[config.mk]
export PLATFORM = sky130hd
export DESIGN_NAME = task_out_packetizer
export DESIGN_NICKNAME = d
export VERILOG_FILES = /design/src/rtl/task_out_pkg.sv /design/src/rtl/task_out_buffer.sv /design/src/rtl/task_out_packetizer.sv
export SDC_FILE = /design/constraint.sdc
export NUM_CORES = 1
export LEC_CHECK = 0
export BUFFER_PORTS_ARGS = -buffer_cell sky130_fd_sc_hd__buf_2
export CORE_MARGIN = 5
export CORE_UTILIZATION = 35
export DETAILED_ROUTE_END_ITERATION = 6
export SETUP_SLACK_MARGIN = 0.15
export SYNTH_ARGS = -nofsm -noshare
export SYNTH_HDL_FRONTEND = slang
export SYNTH_HIERARCHICAL = 1
export SYNTH_SLANG_ARGS = --single-unit
[constraint.sdc]
create_clock -name i_clk -period 3.2 [get_ports i_clk]
set_input_delay 0.48 -clock i_clk [delete_from_list [all_inputs] [get_ports i_clk]]
set_output_delay 0.48 -clock i_clk [all_outputs]
set_load 0.02 [all_outputs]
[src/rtl/task_out_pkg.sv]
// rtl/task_out_pkg.sv - shared types and sizing helpers for the task output packetizer
package task_out_pkg;

  typedef enum logic [1:0] {
    LOAD  = 2'd0,
    CLOSE = 2'd1,
    SEND  = 2'd2
  } state_t;

  function automatic int packet_beats(input int words, input int ratio);
    return words * ratio;
  endfunction

  function automatic int packet_bytes(input int words, input int in_width);
    return (words * in_width) / 8;
  endfunction

endpackage

[src/rtl/task_out_buffer.sv]
// rtl/task_out_buffer.sv - packet word store, one write port, combinational read
module task_out_buffer #(
  parameter int WIDTH = 8,
  parameter int DEPTH = 81,
  parameter int AW    = 7
) (
  input  logic             i_clk,
  input  logic             i_we,
  input  logic [AW-1:0]    i_waddr,
  input  logic [WIDTH-1:0] i_wdata,
  input  logic [AW-1:0]    i_raddr,
  output logic [WIDTH-1:0] o_rdata
);

  logic [WIDTH-1:0] mem [DEPTH];

  always_ff @(posedge i_clk) begin
    if (i_we) mem[i_waddr] <= i_wdata;
  end

  assign o_rdata = mem[i_raddr];

endmodule

[src/rtl/task_out_packetizer.sv]
// rtl/task_out_packetizer.sv - collects result words into a packet and streams it out as beats
module task_out_packetizer
  import task_out_pkg::*;
#(
  parameter int IN_WIDTH   = 8,
  parameter int OUT_WIDTH  = 8,
  parameter int MAX_WORDS  = 81,
  parameter int SIZE_WIDTH = 12
) (
  input  logic                  i_clk,
  input  logic                  i_rst,
  input  logic [IN_WIDTH-1:0]   i_data,
  input  logic                  i_data_valid,
  input  logic                  i_input_last,
  output logic                  o_in_ready,
  input  logic                  i_tmanager_ready,
  output logic                  o_tanswer_ready,
  output logic [OUT_WIDTH-1:0]  o_tdata,
  output logic                  o_tanswer_data_last,
  output logic [SIZE_WIDTH-1:0] o_packet_size_in_bytes,
  output logic                  o_busy,
  output logic                  o_full,
  output logic                  o_overflow
);

  localparam int RATIO  = IN_WIDTH / OUT_WIDTH;
  localparam int CNT_W  = $clog2(MAX_WORDS + 1);
  localparam int AW     = (MAX_WORDS > 1) ? $clog2(MAX_WORDS) : 1;
  localparam int LANE_W = (RATIO > 1) ? $clog2(RATIO) : 1;

  state_t               state, nxt_state;
  logic [CNT_W-1:0]     count, rd_idx, nxt_idx;
  logic [LANE_W-1:0]    lane, nxt_lane;
  logic [IN_WIDTH-1:0]  rd_word;
  logic [OUT_WIDTH-1:0] nxt_beat;
  logic                 wr_en, xfer, lane_wrap, nxt_final;

  assign o_in_ready = (state == LOAD);
  assign wr_en      = o_in_ready && i_data_valid;
  assign xfer       = o_tanswer_ready && i_tmanager_ready;
  assign lane_wrap  = (lane == LANE_W'(RATIO - 1));

  task_out_buffer #(
    .WIDTH (IN_WIDTH),
    .DEPTH (MAX_WORDS),
    .AW    (AW)
  ) u_buffer (
    .i_clk   (i_clk),
    .i_we    (wr_en),
    .i_waddr (count[AW-1:0]),
    .i_wdata (i_data),
    .i_raddr (nxt_idx[AW-1:0]),
    .o_rdata (rd_word)
  );

  // Position of the beat to present next: beat 0 when closing, else one past the current beat.
  always_comb begin
    nxt_idx  = rd_idx;
    nxt_lane = lane;
    if (state == CLOSE) begin
      nxt_idx  = '0;
      nxt_lane = '0;
    end else if (lane_wrap) begin
      nxt_idx  = rd_idx + 1'b1;
      nxt_lane = '0;
    end else begin
      nxt_lane = lane + 1'b1;
    end
    nxt_final = (nxt_idx == count - 1'b1) && (nxt_lane == LANE_W'(RATIO - 1));
    nxt_beat  = OUT_WIDTH'(rd_word >> (int'(nxt_lane) * OUT_WIDTH));
  end

  always_ff @(posedge i_clk) begin
    if (i_rst) state <= LOAD;
    else       state <= nxt_state;
  end

  always_comb begin
    nxt_state = state;
    unique case (state)
      LOAD: begin
        if (i_data_valid) begin
          if (i_input_last || count == CNT_W'(MAX_WORDS - 1)) nxt_state = CLOSE;
        end else if (i_input_last && count != '0) begin
          nxt_state = CLOSE;
        end
      end
      CLOSE:   nxt_state = SEND;
      SEND:    if (xfer && o_tanswer_data_last) nxt_state = LOAD;
      default: nxt_state = LOAD;
    endcase
  end

  always_ff @(posedge i_clk) begin
    if (i_rst) begin
      count                  <= '0;
      rd_idx                 <= '0;
      lane                   <= '0;
      o_tanswer_ready        <= 1'b0;
      o_tdata                <= '0;
      o_tanswer_data_last    <= 1'b0;
      o_packet_size_in_bytes <= '0;
      o_busy                 <= 1'b0;
      o_full                 <= 1'b0;
      o_overflow             <= 1'b0;
    end else begin
      o_overflow <= i_data_valid && !o_in_ready;
      case (state)
        LOAD: begin
          if (wr_en) count <= count + 1'b1;
          if (nxt_state == CLOSE) begin
            o_busy <= 1'b1;
            o_full <= 1'b1;
          end
        end
        CLOSE: begin
          o_tanswer_ready        <= 1'b1;
          o_tdata                <= nxt_beat;
          o_tanswer_data_last    <= (packet_beats(int'(count), RATIO) == 1);
          o_packet_size_in_bytes <= SIZE_WIDTH'(packet_bytes(int'(count), IN_WIDTH));
          rd_idx                 <= nxt_idx;
          lane                   <= nxt_lane;
        end
        SEND: begin
          if (xfer) begin
            if (o_tanswer_data_last) begin
              o_tanswer_ready        <= 1'b0;
              o_tanswer_data_last    <= 1'b0;
              o_packet_size_in_bytes <= '0;
              o_busy                 <= 1'b0;
              o_full                 <= 1'b0;
              count                  <= '0;
              rd_idx                 <= '0;
              lane                   <= '0;
            end else begin
              o_tdata             <= nxt_beat;
              o_tanswer_data_last <= nxt_final;
              rd_idx              <= nxt_idx;
              lane                <= nxt_lane;
            end
          end
        end
        default: ;
      endcase
    end
  end

endmodule

# ---- Yosys cells after proc, flatten, opt, wreduce, memory -nomap -nowiden
# Memories as Yosys holds them, arrays and structs flattened.
# Cells that the tools add are included.
dict set report word_totals {
  register_bits 41
  inputBits 13
  ramBits 648
  wordCells 80
  n_memories 1
  output_inout_bits 26
}
# name depth word_bits read_ports rd_clocked_by_memory_dff wr line_no
set mem_list {}
lappend mem_list {u_buffer.mem 81 8 1 0 1 task_out_buffer.sv:15} ;# logic [WIDTH-1:0] mem [DEPTH];
dict set report classes {
  n_addsub 4
  n_shift 1
  n_mux 35
  n_eq_ne 11
  reduce_logical 17
  bitwise 1
}
# cell count
set op_table {}
lappend op_table {{$mux 7} 7}
lappend op_table {{$pmux 7 s2} 2}
lappend op_table {{$mux 12} 2}
lappend op_table {{$pmux 12 s2} 1}
lappend op_table {{$mux 8} 2}
lappend op_table {{$pmux 8 s2} 1}
lappend op_table {{$add 7x1->7 const B} 2}
lappend op_table {{$mux 1} 11}
lappend op_table {{$mux 2} 4}
lappend op_table {{$pmux 1 s2} 4}
lappend op_table {{$reduce_and 4->1} 2}
lappend op_table {{$shr 8x4->8} 1}
lappend op_table {{$eq 7x2->1 const B} 1}
lappend op_table {{$eq 7x7->1} 1}
lappend op_table {{$eq 7x7->1 const B} 1}
lappend op_table {{$reduce_bool 7->1} 1}
lappend op_table {{$sub 7x1->7 const B} 1}
lappend op_table {{$logic_and 1x1->1} 6}
lappend op_table {{$ne 2x2->1 const B} 3}
lappend op_table {{$pmux 2 s3} 1}
lappend op_table {{$reduce_and 3->1} 2}
lappend op_table {{$eq 2x1->1 const B} 2}
lappend op_table {{$ne 2x1->1 const B} 2}
lappend op_table {{$reduce_bool 2->1} 2}
lappend op_table {{7 further kinds} 7}

# ---- Longest topological paths before layout
# Gate-level depths: netlist of the first run.
dict set report depth {
  ltp_word 8
  mapped_depth 15
  ltp_nobuf 12
}

# ---- Hierarchy
# Netlist of the first run, hierarchy kept.
# mod n_inst cells_each seq_area_each_um2 area_each_um2
set modules_own_cells {}
lappend modules_own_cells {task_out_buffer 1 1189 19458.7 25295.5}
lappend modules_own_cells {task_out_packetizer 1 213 700.7 1810.5}

# ---- Worst setup path before layout of the first run
# Ideal clock, no wire load.
dict set report synth_path {
  kind {flip-flop to flip-flop}
  startpoint {reg state[0]}
  endpoint {reg o_tdata[4]}
  path_buffers 5
  setup_ns 0.128
  t_arrival_ns 2.723
  stages_incl_launch_ff 15
  slack_ns 0.350
  period_less_slack_ns 2.850
  required_ns 3.072
  cell_sequence {dfxtp_1 -> clkbuf_1 -> nor2b_1 -> clkbuf_1 -> nor2_1 -> buf_6 -> buf_8 -> buf_12 -> mux4_2 -> a221oi_2 -> nor2_1 -> nor4_1 -> nand2_1 -> mux2i_1 -> nor2_1}
}
dict set report synth_between {
  elab_chain_len 7
  elab_cells_between_ends 13
  classes_between {eq/ne: 4; shift: 1; mux: 5; reduce/logical: 2; memory: 1}
}
# element line_no
set synth_rtl {}
lappend synth_rtl {{from (decl)} task_out_packetizer.sv:31} ;# state_t state, nxt_state;
lappend synth_rtl {{from (signal assigned)} task_out_packetizer.sv:75} ;# else state <= nxt_state;
lappend synth_rtl {{$eq 2x1->1 *} task_out_packetizer.sv:60} ;# if (state == CLOSE) begin
lappend synth_rtl {{$mux 7 *} task_out_packetizer.sv:60}
lappend synth_rtl {{named net nxt_idx[0]} task_out_packetizer.sv:32} ;# logic [CNT_W-1:0] count, rd_idx, nxt_idx;
lappend synth_rtl {{$mem_v2 81x8 *} -}
lappend synth_rtl {{$shr 8x4->8 *} task_out_packetizer.sv:70} ;# nxt_beat = OUT_WIDTH'(rd_word >> (int'(nxt_lane) * OUT_WIDTH));
lappend synth_rtl {{named net nxt_beat[4]} task_out_packetizer.sv:35} ;# logic [OUT_WIDTH-1:0] nxt_beat;
lappend synth_rtl {{$mux 8} task_out_packetizer.sv:126} ;# if (o_tanswer_data_last) begin
lappend synth_rtl {{$mux 8} task_out_packetizer.sv:125} ;# if (xfer) begin
lappend synth_rtl {{$pmux 8 s2 *} task_out_packetizer.sv:108} ;# case (state)
lappend synth_rtl {{to (signal assigned)} task_out_packetizer.sv:118} ;# o_tdata <= nxt_beat;
lappend synth_rtl {{to (signal assigned)} task_out_packetizer.sv:136} ;# o_tdata <= nxt_beat;
lappend synth_rtl {{to (decl)} task_out_packetizer.sv:18} ;# output logic [OUT_WIDTH-1:0] o_tdata,
# Mark *: on every way through the listed nets, which the timed path passes. The rest lies on a longest branch. The select of a mux whose other input is x is not followed.
# A chain may end at the register's enable or synchronous reset.

# ---- Final worst setup path of the first run
dict set report layout_path {
  startpoint {reg rd_idx[0]}
  endpoint {reg o_tdata[7]}
}
dict set report layout_between {
  elab_chain_len 8
}
# element line_no
set layout_rtl {}
lappend layout_rtl {{from (decl)} task_out_packetizer.sv:32}
lappend layout_rtl {{from (signal assigned)} task_out_packetizer.sv:121} ;# rd_idx <= nxt_idx;
lappend layout_rtl {{from (signal assigned)} task_out_packetizer.sv:138} ;# rd_idx <= nxt_idx;
lappend layout_rtl {{$add 7x1->7} task_out_packetizer.sv:64} ;# nxt_idx = rd_idx + 1'b1;
lappend layout_rtl {{$mux 7 *} task_out_packetizer.sv:63} ;# end else if (lane_wrap) begin
lappend layout_rtl {{$mux 7 *} task_out_packetizer.sv:60}
lappend layout_rtl {{named net nxt_idx[0]} task_out_packetizer.sv:32}
lappend layout_rtl {{$mem_v2 81x8 *} -}
lappend layout_rtl {{$shr 8x4->8 *} task_out_packetizer.sv:70}
lappend layout_rtl {{named net nxt_beat[7]} task_out_packetizer.sv:35}
lappend layout_rtl {{$mux 8} task_out_packetizer.sv:126}
lappend layout_rtl {{$mux 8} task_out_packetizer.sv:125}
lappend layout_rtl {{$pmux 8 s2 *} task_out_packetizer.sv:108}
# Marked as above.

==> results of run 1 <==
-- cell usage in the layout (no fill, tap or decap), drive strengths merged, types with 4 or more instances in the layout --
master and n:
nor2b 16, a31oi 5, mux4 154, nand4 6
dfxtp 35, o21ai 8, xor2 9, nor4 10
o22ai 16, mux2i 69, nand2b 6, ha 4
a21oi 26, conb 5, clkbuf 90, nor2 121
o211ai 15, buf 244, mux2 14, clkinvlp 4
a22o 7, nor3b 6, nand2 56, nor3 16
inv 9, a221oi 14, edfxtp 648, xnor2 10
nand3 18, clkinv 29
-- sequential cells by signal (all words and copies together), names as in the netlist --
register                flops
count                       7
o_full                      1
o_overflow                  1
o_packet_size_in_bytes      7
o_tanswer_data_last         1
o_tanswer_ready             1
o_tdata                     8
rd_idx                      7
state                       2
u_buffer/mem              648
-- metrics by stage --
step | area [um^2] | util (%)
after global placement | 29700 | 38.5
after CTS | 32000 | 41.5
after detailed placement | 29700 | 38.5
after floorplan | 27100 | -
final | 32500 | 42.2
after global routing | 32500 | 42.2
-- layout make-up --
type                       count  area (um^2)  share of cell area [%]
sequential                   683        20200                    62.0
tap                         1040         1300                    4.00
antenna                        2         5.00                  0.0154
clock buffer                  86         1900                    5.82
multi-input combinational    637         6770                    20.8
clock inverter                35          218                   0.669
inverter                       9         33.8                   0.104
timing repair buffer         249         2160                    6.63
-- critical path, stage by stage, from the launching register on --
cell	delay (ps)
dfxtp_4	360
buf_6	130
nor2_4	180
buf_12	190
buf_12	210
mux4_2	560
mux2i_1	320
mux2i_1	130
o211ai_1	430
nand2_1	120
mux2i_1	160
nor2_1	50
-- metal layers --
| layer | GRT usage (%) | share of wire, % |
|---|---|---|
| met5 | 0 | 0 |
| met4 | 5.46 | 2.7 |
| met3 | 2.67 | 6.3 |
| met2 | 24.3 | 48 |
| met1 | 21.8 | 43 |
-- worst paths after layout --
kind	start	endpoint	slack [ps]
worst max register to register	rd_idx[0]	o_tdata[7]	190
worst max-delay path	rd_idx[0]	o_tdata[7]	190
worst min-delay path	i_data_valid	o_overflow	190
worst min register to register	o_full	o_full	470
-- logic make-up after synthesis --
kind of cell	count (synthesis)	synth area share (%)
compound gates	103	2.65
fa+ha+maj	4	0.185
other cells	1	0.0138
mux	237	15.9
simple gates	269	4.54
flops	683	74.4
xor+xnor	19	0.614
buf+inv	86	1.70
-- synthesized netlist by cell type (9+ instances only) --
cell	instances	area [um^2]
buf_2	20	100
nor2_1	120	450
xnor2_1	10	87.6
a221oi_1	12	105
nor3_1	16	80.1
o22ai_1	16	100
nand3_1	18	90.1
mux4_2	154	3470
nand2_1	56	210
dfxtp_1	35	701
nor4_1	10	62.6
clkbuf_1	32	120
xor2_1	9	78.8
nor2b_1	16	100
mux2i_1	69	691
mux2_2	14	158
edfxtp_1	648	19500
a21oi_1	26	130
buf_4	11	82.6
o211ai_1	15	113
-- where the power goes --
group          leakage (nW)  switching (mW)  internal (mW)  total, mW
Combinational          3.54           0.674          0.555       1.23
Clock                  1.04            3.23           4.35       7.58
Sequential             6.11          0.0360           9.82       9.85
Total                  10.7            3.94           14.7       18.7
-- timing repair --
item / in CTS / in global routing
setup buffers: 3 / 33
setup endpoints to repair: 7 / 8
pin swaps: 3 / 14
resized for setup: 8 / 50
gates cloned: 3 / 3
endpoints found under the hold margin: 0 / 0
==> results.md, run 1 <==
- Status: complete, no violations
- Async SR Flop Fraction: 0%
- Antenna violations before repair: 1
- H-Tree Depth: 3
- Peak supply drop: 0.383 mV
- Ys Warns: 6
- Mapped Cells: approximately 1,400
- Non-filler cells in the finished layout: 2,741
- Pwr dens: ~570 nW/um^2
- Row Count: between 100 and 150
- Final Hold Fails: 0
- Clk_skew: roughly 24 ps
- Total track usage: between 10% and 20%
- Crit path DAT: between 3000 and 4000 ps
- WP data required: 3670 ps
- Mapped Area: 27,100 um^2
- Final worst slack: 188 ps
- Cell variety after synth: 58
- Drt pass-1 iters: 5
- Starting density of the core: 35.2%
- Critical Path Fanout Max: 20
- Vias in the first global route: 14,200
- Total clock sinks: roughly 700
- Worst Tran Pin Value: around 1000 ps
- Vias per std cell: 5.18
- Pre-CTS setup slack: -247 ps
- IO Pins: 39
- # nets final: 1,665
- Worst Hold Depth: 2
- Drt wl/cell: 23.9 um
- Clock transition at path regs: approximately 60 ps
- CTS tree: built
- Core Region: 77,100 um^2
- Total power: around 19 mW
- DRT iter0 DRCs: 1,469
- Setup_tns: 0 ps
- Final period util: 94.1%
- Mean Syn Cell Area: 19.3 um^2
- Total number of vias: 14,200
- TritonCTS buffer count: 68
- Port-buffer cells: 33
- Startpoint types: flop
- Worst setup EP type: flop
- Top FF cell, synth: edfxtp_1
- Final ANT Viol Nets: 0
- Die area: 83,100 um^2
- Share of layout cells above drive strength 1: between 30 and 40%
- Largest net degree at the start of global routing: 82
- Die Ht: 288 um
- Fillcell total: 6,762
- Residual DRC: 0
- HPWL after detailed placement: between 40,000 and 50,000 um
- Slew Viols, Final: 0
- Lkg Pwr: 10.7 nW
- Sequential area share after synthesis: 74.4%
- First-pass GRT wire length: 95,100 um
- Syn-to-layout area delta: 20.1%
- Die Wd: 288 um
- Remaining global-route overflow: 0
- Kind of critical path: flop to flop
- F_max: between 300 and 400 MHz
- Worst Hold Class: input port to flop
- Register bit total from synthesis: roughly 700
- Tmin final: 3010 ps
- Max-Slew Margin vs Limit: 31.6%
- Worst hold margin: around 190 ps
- GPL Wtd Cong: 0.883
- Max-cap violation count: 0
- RSZ-0062 raised after global routing: yes
- Worst skew pair latency: 610 ps
- Clock root buffer: clkbuf_16
- Number of synthesized flops with an enable pin: ~650
- CTS Hold Buffers Added: 0
- Clk buf depth: 3
- Post-Place Cells: 2,576
- R2R depth: 11
- Total wire length: roughly 66,000 um
- Setup violations, final: 0
Note: power is estimated with default switching activity, not from simulation.
==> run 2: changes to the inputs <==
RECOVER_POWER = 100   (was unset)
==> results.md, run 2 (synthesized netlist as in run 1, its figures left out) <==
- Lkg Pwr: 10.3 nW (-3.9%)
- Clock transition at path regs: 60 ps (about the same)
- Post-Route Utilization: 41.7% (-0.55 points)
- Placed Area: 29,700 um^2 (unchanged)
- Worst-path cell chain: buf_4 -> nor2_1 -> and2_1 -> nor2b_1 -> nand2_1 -> nor2_1 -> clkbuf_2
- Kind of critical path: flop to flop
- Total number of vias: 14,200 (-0.021%)
- Final period util: 94.4% (+0.22 points)
- Startpoint types: flop
- Drt pass-1 iters: 5 (unchanged)
- Comb pwr share: 6.5% (about the same)
- F_max: 331 MHz (-0.23%)
- Antenna violations before repair: 0 (-1)
- Failing checks: capacitance limit, slew limit
- Core Region: 77,100 um^2 (unchanged)
- Total clock sinks: 683 (unchanged)
- Fillcell total: 6,863 (+1.5%)
- Pwr dens: 580 nW/um^2 (+1.2%)
- Total wire length: 65,600 um (about the same)
- Final ANT Viol Nets: 0 (unchanged)
- Residual DRC: 0 (unchanged)
- Final worst slack: 181 ps (-6.92 ps)
- Slew Viols, Final: 374 (+374)
- Switching Fraction: 21.1% (about the same)
- Worst Tran Pin Value: 2410 ps (+1380 ps)
- Share of layout cells above drive strength 1: 27.0% (-6.1 points)
- GPL Wtd Cong: 0.883 (unchanged)
- Max reg flops: 648 (unchanged)
- Total track usage: 15.4% (unchanged)
- CTS tree: built
- Final Hold Fails: 0 (unchanged)
- First-pass GRT wire length: 95,100 um (unchanged)
- Clk buf depth: 3 (unchanged)
- Cell mode on critical path: nor2_1
- Peak supply drop: 0.383 mV (about the same)
- ANT cells: 0 (-2)
- DRT iter0 DRCs: 1,504 (+2.4%)
- Crit path DAT: 3310 ps (-180 ps)
- Setup violations, final: 0 (unchanged)
- IO Pins: 39 (unchanged)
- Syn-to-layout area delta: 18.5%
- Psw: 3.94 mW (-0.20%)
- HPWL after detailed placement: 41,100 um (unchanged)
- Clk_skew: 23.6 ps (-0.560 ps)
- Internal Power: 14.7 mW (about the same)
- WP data required: 3490 ps (-180 ps)
- Worst Hold Class: input port to flop
- Starting density of the core: 35.2% (unchanged)
- Pre-CTS setup slack: -247 ps (unchanged)
- Worst setup EP type: flop
- Max-Slew Margin vs Limit: -60.4% (-92 points)
- Sequential share of power: 52.9% (about the same)
- Die Wd: 288 um (unchanged)
- Total power: 18.6 mW (-0.10%)
- Commonest cells after routing, fill and taps aside: 648 x edfxtp_1, 154 x mux4_2, 115 x nor2_1
- Row Count: 102 (unchanged)
- Worst skew pair latency: 600 ps (about the same)
- Clock power frac: 40.6% (about the same)
- H-Tree Depth: 3 (unchanged)
- Largest net degree at the start of global routing: 82 (unchanged)
- Vias in the first global route: 14,200 (unchanged)
- Tmin final: 3020 ps (+6.92 ps)
- Crit path max-delay cell type: nand2_1
- Critical Path Fanout Max: 11 (-45%)
- Port-buffer cells: 33 (unchanged)
- RSZ-0062 raised after global routing: yes
- Clock root buffer: clkbuf_16
- Max-cap violation count: 8 (+8)
- Regs by FF count: u_buffer/mem (648), o_tdata (8)
- TritonCTS buffer count: 68 (unchanged)
- Worst hold margin: 184 ps (-1.56 ps)
- # nets final: 1,665 (unchanged)
- Drt wl/cell: 23.9 um (about the same)
- Fin area: 32,100 um^2 (-1.3%)
- Top reg by flops: u_buffer/mem
- Status: finished with violations
- Vias per std cell: 5.19 (about the same)
- Die Ht: 288 um (unchanged)
- Die area: 83,100 um^2 (unchanged)
- Most common cell after layout, fill and taps aside: edfxtp_1
- CP peak stage delay: 510 ps (-50 ps)
- Remaining global-route overflow: 0 (unchanged)
[run 2: cell count changes in the layout (fill, tap and decap cells not counted), moves of 2 or more]
cell      previous run  this run
buf_2               33         5
mux2i_2              9         6
mux2i_1             54        57
diode_2              2         0
buf_12              13        11
clkbuf_1            11       110
buf_4              186        88
clkbuf_2             0        29
[run 2: layout make-up]
type | count | area, um^2 | share of cell area, %
inverter | 9 | 33.8 | 0.105
tap | 1040 | 1300 | 4.05
multi-input combinational | 637 | 6750 | 21.0
timing repair buffer | 249 | 1760 | 5.47
clock inverter | 35 | 218 | 0.678
sequential | 683 | 20200 | 62.8
clock buffer | 86 | 1900 | 5.90
[run 2: metal layers]
layer	track usage [%]	up-vias	wire [um]
li1	-	6183	-
met1	21.8	7463	28100
met2	24.3	460	31400
met3	2.67	99	4360
met4	5.46	0	1730
met5	0	-	0
[run 2: final timing paths]
check                             to  depth (start not counted)          from  slack (ps)
setup / recovery  u_buffer/mem[1][4]                          7      state[1]         180
hold / removal            o_overflow                          2  i_data_valid         180
setup reg to reg  u_buffer/mem[1][4]                          7      state[1]         180
hold reg to reg               o_full                          2        o_full         470
[run 2: power by group through the flow]
stage               combinational [mW]  clock [mW]  sequential [mW]
finish                            1.21        7.58             9.86
global route                      1.29        8.13             9.86
CTS                               1.16        7.76             9.85
detailed placement                1.10           0             10.0
global placement                  1.08           0             10.0
floorplan                        0.632           0             10.0
[run 2: per-stage QoR]
| stage | TNS [ps] | instances |
|---|---|---|
| global route | 0 | 2739 |
| floorplan | 0 | 1406 |
| global placement | -323 | 2576 |
| CTS | 0 | 2703 |
| detailed placement | -373 | 2576 |
| finish | 0 | 2739 |
[run 2: critical path, delay by kind of cell (launching register included)]
| kind | cells | cell delay, ps |
|---|---|---|
| buf+inv | 2 | 440 |
| simple gates | 5 | 1930 |
| flops | 1 | 310 |
[run 2: repair_timing]
item | 4_1_cts | 5_1_grt
gates cloned | 3 | 3
hold buffers | 0 | 0
resized for setup | 8 | 50
endpoints found under the hold margin | 0 | 0
pin swaps | 3 | 14
buffers inserted | 3 | 33
endpoints found under the setup margin | 7 | 8
==> run 3: changes to the inputs <==
BUFFER_PORTS_ARGS = unset   (was -buffer_cell sky130_fd_sc_hd__buf_2)
DONT_BUFFER_PORTS = 1   (was unset)
SKIP_LAST_GASP = 1   (was unset)
==> results.md, run 3 (synthesized netlist as in run 1, its figures left out) <==
- Critical Path Fanout Max: 10 (-1)
- Max reg flops: 648 (unchanged)
- F_max: 327 MHz (-1.1%)
- WP data required: 3450 ps (-40 ps)
- Clk_skew: 35.8 ps (+12.3 ps)
- Worst R2R Setup Slack: 150 ps (-30 ps)
- Residual DRC: 0 (unchanged)
- Failing checks: hold timing, capacitance limit, slew limit
- Tmin final: 3050 ps (+34.4 ps)
- Worst setup path startpoint: state[1]
- Non-filler cells in the finished layout: 2,704 (-1.3%)
- Drt pass-1 iters: 5 (unchanged)
- TritonCTS buffer count: 70 (+2.9%)
- Startpoint types: flop
- Status: finished with violations
- First-pass GRT wire length: 97,900 um (+3.0%)
- GPL Wtd Cong: 0.831 (-5.8%)
- Vias in the first global route: 14,400 (+1.9%)
- IO Pins: 39 (unchanged)
- Kind of critical path: flop to flop
- RSZ-0062 raised after global routing: yes
- Starting density of the core: 35.2% (unchanged)
- # nets final: 1,625 (-2.4%)
- Lkg Pwr: 10.4 nW (+1.2%)
- Core Region: 77,100 um^2 (unchanged)
- ANT cells: 0 (unchanged)
- H-Tree Depth: 3 (unchanged)
- Port-buffer cells: 0 (-100%)
- Most common cell after layout, fill and taps aside: edfxtp_1
- Clock root buffer: clkbuf_16
- Regs by FF count: u_buffer/mem (648), o_tdata (8)
- CTS tree: built
- Worst setup EP type: flop
- Worst r2r src: state[1]
- DRT iter0 DRCs: 1,478 (-1.7%)
- Worst Tran Pin Value: 2760 ps (+356 ps)
- Setup violations, final: 0 (unchanged)
- Crit path DAT: 3310 ps (about the same)
- Critical R2R Capture: u_buffer/mem[15][1]
- Final ANT Viol Nets: 0 (unchanged)
- HPWL after detailed placement: 38,900 um (-5.2%)
- Row Count: 102 (unchanged)
- CTS Hold Buffers Added: 30 (+30)
- Hold path start: i_rst
- Peak supply drop: 0.351 mV (-8.3%)
- Pwr dens: 590 nW/um^2 (+1.6%)
- Drt wl/cell: 25.0 um (+4.6%)
- Vias per std cell: 5.25 (+1.2%)
- R2R depth: 9 (+2)
- Die area: 83,100 um^2 (unchanged)
- Clk buf depth: 3 (unchanged)
- Final Hold Fails: 8 (+8)
- Total number of vias: 14,200 (-0.070%)
- Slew Viols, Final: 636 (+70%)
- Commonest cells after routing, fill and taps aside: 648 x edfxtp_1, 154 x mux4_2, 116 x nor2_1
- Antenna violations before repair: 4 (+4)
- Remaining global-route overflow: 0 (unchanged)
- Worst hold margin: -59.5 ps (-243 ps)
- Die Ht: 288 um (unchanged)
- Post-Route Utilization: 41.6% (about the same)
- Total track usage: 16.0% (+0.58 points)
- Top reg by flops: u_buffer/mem
- Post-Place Cells: 2,518 (-2.3%)
- Pre-CTS setup slack: -43.7 ps (+203 ps)
- Share of layout cells above drive strength 1: 27.5% (+0.45 points)
- Final worst slack: 146 ps (-34.4 ps)
- Die Wd: 288 um (unchanged)
- Worst skew pair latency: 620 ps (+20 ps)
- Largest net degree at the start of global routing: 82 (unchanged)
- Syn-to-layout area delta: 18.4% (about the same)
- Total power: 18.9 mW (+1.6%)
- Worst Hold Class: input port to flop
- Max-Slew Margin vs Limit: -84.1% (-24 points)
- Final period util: 95.4% (+1.1 points)
- Crit path capture: u_buffer/mem[15][1]
- Total wire length: 67,700 um (+3.2%)
- Clock transition at path regs: 60 ps (about the same)
- Max-cap violation count: 12 (+4)
- Total clock sinks: 683 (unchanged)
==> run 3: cell count changes in the layout (fill, tap and decap cells not counted), sizes merged <==
cell / previous run / this run
and2: 3 / 5
clkbuf: 218 / 186
buf: 116 / 87
inv: 9 / 14
dlygate4sd3: 0 / 18
bufbuf: 1 / 3
clkinv: 29 / 28
clkinvlp: 4 / 2
bufinv: 2 / 4
==> run 3: repair_timing <==
action,in CTS,in global routing
buffers inserted,7,12
endpoints found under the hold margin,521,8
endpoints found under the setup margin,8,8
resized for setup,12,39
gates cloned,5,4
pin swaps,1,7
==> run 3: layout make-up <==
cell class / instances / area (um^2)
inverter: 9 / 33.8
clock inverter: 39 / 333
tap: 1040 / 1300
sequential: 683 / 20200
multi-input combinational: 639 / 6720
clock buffer: 89 / 1900
fill: 6836 / 45000
timing repair buffer: 205 / 1660
==> run 3: worst min-delay path by stage <==
| stage | end | slack [ps] | depth (start not counted) |
|---|---|---|---|
| after CTS | o_tdata[4] | -110 | 1 |
| after global placement | rd_idx[6] | 500 | 2 |
| after floorplan | rd_idx[6] | 480 | 2 |
| after global routing | o_tdata[0] | -80 | 1 |
| final | o_tdata[2] | -60 | 1 |
| after detailed placement | rd_idx[6] | 530 | 2 |
==> run 3: power by group <==
group	total (mW)	leakage, nW	internal [mW]	switching, mW
logic	1.12	3.18	0.498	0.623
clock network	7.91	1.09	4.55	3.36
registers	9.90	6.11	9.83	0.0737
total	18.9	10.4	14.9	4.05
==> run 3: through the flow <==
stage,setup TNS [ps],area [um^2]
after global placement,0,29300
after global routing,0,32100
after CTS,0,32200
after detailed placement,-52.3,29300
after floorplan,0,27100
final,0,32100
==> run 3: per-layer routing <==
layer	global-route usage, %	wire length, um	vias to the layer above
met1	21.8	28200	7409
met3	3.95	5210	124
met4	5.32	2170	2
met5	0	17	-
li1	-	-	6118
met2	25.5	32100	542
==> run 3: worst max-delay path, stage by stage, from the launching register on <==
cell	delay, ps
dfxtp_1	330
clkbuf_1	140
nor2_1	110
clkbuf_1	300
and2_0	380
buf_4	260
nand4_1	210
clkbuf_1	320
nor2_1	160
clkbuf_1	480
